===== src/rtl/keypad_debounce.sv =====
// keypad_debounce
//   Debounces the raw 16-key matrix vector from the column scanner and serves
//   the CHIP-8 FX0A "wait for key" request.
//
//   Ports:
//     clk_in     system clock
//     rst_n      asynchronous active-low reset
//     raw_keys   raw key state from scanner, bit i = key i, 1 = pressed
//     scan_tick  one-cycle strobe, raw_keys holds a complete sweep
//     keys_down  debounced key state, 1 = pressed
//     wait_req   FX0A level request from the CPU, held until wait_ack
//     wait_ack   one-cycle pulse, FX0A satisfied
//     wait_key   index of the satisfying key, held after wait_ack
//
//   Parameter:
//     DEBOUNCE_SCANS  consecutive disagreeing sweeps needed to flip a key (1..15)
//
//   Build option:
//     KEYPAD_RELEASE_WAIT_EN  when defined, FX0A completes on the release of the
//                             pressed key (COSMAC VIP behaviour); otherwise it
//                             completes on the press itself.

module keypad_debounce #(
  parameter int unsigned DEBOUNCE_SCANS = 4
) (
  input  logic        clk_in,
  input  logic        rst_n,
  input  logic [15:0] raw_keys,
  input  logic        scan_tick,
  output logic [15:0] keys_down,
  input  logic        wait_req,
  output logic        wait_ack,
  output logic [3:0]  wait_key
);

  localparam logic [4:0] SCAN_LIMIT = 5'(DEBOUNCE_SCANS);

  typedef enum logic [1:0] {
    IDLE,
    ARM,
`ifdef KEYPAD_RELEASE_WAIT_EN
    HOLD,
`endif
    ACK
  } state_t;

  state_t      state;
  logic [3:0]  cnt      [16];
  logic [3:0]  cnt_next [16];
  logic [15:0] keys_next;
  logic [15:0] press_ev;
  logic [3:0]  press_idx;
  logic        press_any;
`ifdef KEYPAD_RELEASE_WAIT_EN
  logic [15:0] release_ev;
`endif

  // Per-key debounce counters; state only moves on a scan tick.
  always_comb begin
    keys_next = keys_down;
    for (int unsigned i = 0; i < 16; i++) begin
      cnt_next[i] = cnt[i];
      if (scan_tick) begin
        if (raw_keys[i] == keys_down[i]) begin
          cnt_next[i] = '0;
        end else if (({1'b0, cnt[i]} + 5'd1) == SCAN_LIMIT) begin
          keys_next[i] = ~keys_down[i];
          cnt_next[i]  = '0;
        end else begin
          cnt_next[i] = cnt[i] + 4'd1;
        end
      end
    end
  end

  // Events are taken from the next debounced vector so the wait FSM moves on
  // the same edge that updates keys_down.
  assign press_ev = keys_next & ~keys_down;
`ifdef KEYPAD_RELEASE_WAIT_EN
  assign release_ev = keys_down & ~keys_next;
`endif

  // Lowest-index press wins.
  always_comb begin
    press_idx = '0;
    press_any = 1'b0;
    for (int unsigned i = 0; i < 16; i++) begin
      if (press_ev[i] && !press_any) begin
        press_idx = 4'(i);
        press_any = 1'b1;
      end
    end
  end

  always_ff @(posedge clk_in or negedge rst_n) begin
    if (!rst_n) begin
      keys_down <= '0;
      for (int unsigned i = 0; i < 16; i++) begin
        cnt[i] <= '0;
      end
    end else begin
      keys_down <= keys_next;
      for (int unsigned i = 0; i < 16; i++) begin
        cnt[i] <= cnt_next[i];
      end
    end
  end

  always_ff @(posedge clk_in or negedge rst_n) begin
    if (!rst_n) begin
      state    <= IDLE;
      wait_ack <= 1'b0;
      wait_key <= '0;
    end else begin
      wait_ack <= 1'b0;
      case (state)
        IDLE: begin
          if (wait_req) begin
            state <= ARM;
          end
        end
        ARM: begin
          if (!wait_req) begin
            state <= IDLE;
          end else if (press_any) begin
            wait_key <= press_idx;
`ifdef KEYPAD_RELEASE_WAIT_EN
            state    <= HOLD;
`else
            state    <= ACK;
            wait_ack <= 1'b1;
`endif
          end
        end
`ifdef KEYPAD_RELEASE_WAIT_EN
        HOLD: begin
          if (!wait_req) begin
            state <= IDLE;
          end else if (release_ev[wait_key]) begin
            state    <= ACK;
            wait_ack <= 1'b1;
          end
        end
`endif
        ACK: begin
          state <= IDLE;
        end
        default: begin
          state <= IDLE;
        end
      endcase
    end
  end

endmodule


===== config.mk =====
export PLATFORM = sky130hd
export DESIGN_NAME = keypad_debounce
export DESIGN_NICKNAME = d
export VERILOG_FILES = /design/src/rtl/keypad_debounce.sv
export SDC_FILE = /design/constraint.sdc
export NUM_CORES = 1
export LEC_CHECK = 0
export ABC_CLOCK_PERIOD_IN_PS = 6900
export CAP_MARGIN = 40
export CORE_UTILIZATION = 59
export CTS_CLUSTER_DIAMETER = 50
export DETAILED_ROUTE_END_ITERATION = 16
export GPL_TIMING_DRIVEN = 1
export PLACE_DENSITY_LB_ADDON = 0.15
export RECOVER_POWER = 100
export SYNTH_ARGS = -nofsm -noshare
export SYNTH_HDL_FRONTEND = slang
export SYNTH_SLANG_ARGS = --single-unit

===== constraint.sdc =====
create_clock -name clk_in -period 6.9 [get_ports clk_in]
set_clock_uncertainty 0.2 [all_clocks]
set_input_delay 1.38 -clock clk_in [delete_from_list [all_inputs] [get_ports clk_in]]
set_output_delay 1.38 -clock clk_in [all_outputs]
set_load 0.03 [all_outputs]

==> flow_metrics.py <==
metrics = {
    "drt": {
        "wl_microns": 9400,
        "vias": 3577,
        "ant_nets": 0,
        "dr.pass1.iters": 4,
        "vias_per_cell": 5.99,
        "post_drt_wl_per_cell_microns": 15.7,
        "drt_iter0_drc": 192,
        "drc": 0,
    },
    "power": {
        "peakVddDrop_v": 0.000233,
        "comb_power_share_pct": 38.6,
        "internal_power_mw": 1.23,
        "leakage_nw": 2.34,
        "total_power_mw": 1.97,
        "power_frac_clock_pct": 20.0,
        "seqPwrFrac_pct": 41.4,
        "power.net_switching_uw": 739,
        "power_density_nw_per_um2": 364,
        "p_sw_share_pct": 37.6,
    },
    "logic_synthesis": {
        "synthAdderAreaFrac_pct": 4.21,
        "synth_top_family_by_area": "simple AND/OR/NAND/NOR gates",
        "yosys.cell_types.count": 53,
        "yosys.area_share.simple_pct": 21.7,
        "synth.most_common_cell": "dfrtp_1",
        "async_reset_ff_share_pct": 100,
        "synthTopCellsByArea": "dfrtp_1 46%, mux2_2 7.3%, o21ai_0 5.7%, nand2_1 4.5%, ha_1 4.2%",
        "synth_compound_area_share_pct": 14.6,
        "yosys.area.top_type": "dfrtp_1",
        "synth_ff_type": "dfrtp_1",
        "synth-seq-area-share_pct": 45.8,
        "synth_top_area_share_pct": 45.8,
        "synth.area.mux_share_pct": 8.19,
        "synth_commonest_cells": "87 x dfrtp_1, 57 x nand2_1, 54 x o21ai_0, 31 x mux2_2",
        "yosysWarnings": 0,
        "synth_area_sq_um": 4750,
        "synth_edf_count": 0,
        "syn_nets": 487,
        "synth.avg_cell_area_sq_um": 10.5,
        "synth-seq-cells": 87,
        "syn_inst": 451,
        "synth-xor-area-share_pct": 3.69,
    },
    "setup_path": {
        "critPathRequiredTime_ns": 6.93,
        "cp_top_family": "buffers and inverters",
        "rr_worst_depth": 7,
        "slowest_stage": "clkbuf_1",
        "crit_type": "in2reg",
        "cpPeakStageDelay_ns": 1.21,
        "worst-path-max-fanout": 67,
        "cp-end-kind": "flip-flop",
        "crit_arrival_ns": 5.02,
        "crit_path_cell_trace": "clkbuf_1, buf_4, or4bb_1, o2bb2ai_1, nor3_1, nand3_4, o21a_1, mux2_1",
        "path_buf_inv": 2,
        "cp_num_cells": 8,
        "crit_path_start_kind": "input pin",
    },
    "layout": {
        "drive_gt1_share_pct": 10.9,
        "finalNonFillerCells": 597,
        "final_util_pct": 69.5,
        "final_area_sq_um": 5400,
        "final_nets": 526,
        "diodes": 0,
        "syn2layout_area_growth_pct": 13.7,
    },
    "timing": {
        "fmaxAchievable_mhz": 201,
        "setup_violations": 0,
        "fin_tns_setup_ns": 0,
        "fin_ws_ns": 1.92,
        "relSlewSlack_pct": -49.9,
        "hold_slack_ns": 0.318,
        "finalMaxSlewViolations": 90,
        "hold_violations": 0,
        "rsz0062_at_grt": "no",
        "finalCritPeriodShare_pct": 72.2,
        "min_period_ns": 4.98,
        "worst_pin_slew_ns": 2.25,
    },
    "floorplanning": {
        "ioPinCount": 41,
        "start_util_pct": 61.1,
        "die_area_sq_um": 8410,
        "die_y_microns": 91.7,
        "core_area_sq_um": 7770,
        "die_x_microns": 91.7,
        "fp-row-count": 32,
    },
    "placement": {
        "pre_cts_ws_ns": 2.48,
        "place_inst": 581,
        "place_area_sq_um": 5250,
        "dp_hpwl_microns": 6650,
        "gp_congestion": 0.811,
        "portBuffers": 40,
    },
    "clock_tree": {
        "cts_hold_buffers": 0,
        "post_cts_buffers": 0,
        "clockBufferDepth": 2,
        "cts-root-buf": "clkbuf_8",
        "cts_tree": "done",
        "clock_latency_ns": 0.35,
        "numCtsBuffers": 9,
        "clkTransAtPathRegs_ns": 0.08,
        "htree_levels": 3,
        "clkSinkCount": 87,
        "cts_resized": 0,
    },
    "global_route": {
        "grt_pass1_vias": 3593,
        "track_usage_pct": 24.6,
        "grt_pass1_wl_microns": 16500,
        "antenna_found_initial": 0,
        "grt_max_degree": 68,
        "gr-total-overflow": 0,
    },
    "min_path": {
        "hold_depth": 1,
        "min_path_type": "reg2reg",
    },
    "run_status": {
        "status": "complete, but fails checks",
        "violations": "max-capacitance violations, max-slew violations",
    },
    "job": {
        "drv_cap": 2,
    },
}
-- sequential cells by signal, summed over array words and instances (netlist names) --
name and cells:
wait_ack 1, cnt 64, state 2, wait_key 4, keys_down 16
-- final timing paths --
check / from / to / slack (ns)
setup reg to reg: cnt[52]$_DFFE_PN0P_ / wait_key[0]$_DFFE_PN0P_ / 4.18
max in group asynchronous: rst_n / wait_key[1]$_DFFE_PN0P_ / 3.46
setup / recovery: scan_tick / wait_key[0]$_DFFE_PN0P_ / 1.92
hold / removal: cnt[33]$_DFFE_PN0P_ / cnt[33]$_DFFE_PN0P_ / 0.32
min in group asynchronous: rst_n / cnt[31]$_DFFE_PN0P_ / 1.48
hold reg to reg: cnt[33]$_DFFE_PN0P_ / cnt[33]$_DFFE_PN0P_ / 0.32
-- power groups by stage --
stage | Sequential (mW) | Clock [mW] | Combinational [mW]
detailed placement | 0.826 | 0 | 0.794
finish | 0.814 | 0.393 | 0.760
floorplan | 0.903 | 0 | 0.449
global route | 0.841 | 0.421 | 0.845
CTS | 0.817 | 0.397 | 0.798
global placement | 0.819 | 0 | 0.761
-- cell usage in the layout (no fill, tap or decap), types with 10 or more instances in the layout --
master and n:
clkbuf_8 10, nand2_1 57, ha_1 16, and3_1 15, o21ai_0 54, xnor2_1 16
nor3_1 14, nand4b_1 15, mux2_2 31, o2bb2ai_1 17, nor3b_1 13, clkdlybuf4s50_1 17
dlygate4sd3_1 21, dfrtp_1 87, nor2_1 15
-- kinds of logic (layout without fill, tap and decap cells) --
| family | count (synthesis) | count (layout) |
|---|---|---|
| AOI/OAI and AO/OA | 102 | 102 |
| xor gates and xnor gates | 20 | 20 |
| adders and majority gates | 16 | 16 |
| buffers and inverters | 20 | 64 |
| DFF | 87 | 87 |
| muxes | 34 | 34 |
| and+or+nand+nor | 172 | 172 |
-- routing by layer --
| layer | global-route usage (%) | vias up | routed length (microns) |
|---|---|---|---|
| li1 | - | 1758 | - |
| met1 | 30.4 | 1754 | 4250 |
| met2 | 43.2 | 49 | 4720 |
| met3 | 3.98 | 16 | 249 |
| met4 | 9.38 | 0 | 184 |
| met5 | 0 | - | 0 |
-- area by class of cell --
class                           count  area [sq um]
Clock buffer                       10           138
Clock inverter                      6          83.8
Fill cell                         600          2370
Inverter                            5          18.8
Multi-Input combinational cell    344          2450
Sequential cell                    87          2180
Tap cell                          102           128
Timing Repair Buffer               43           407
Power figures use the tool's default switching activity.
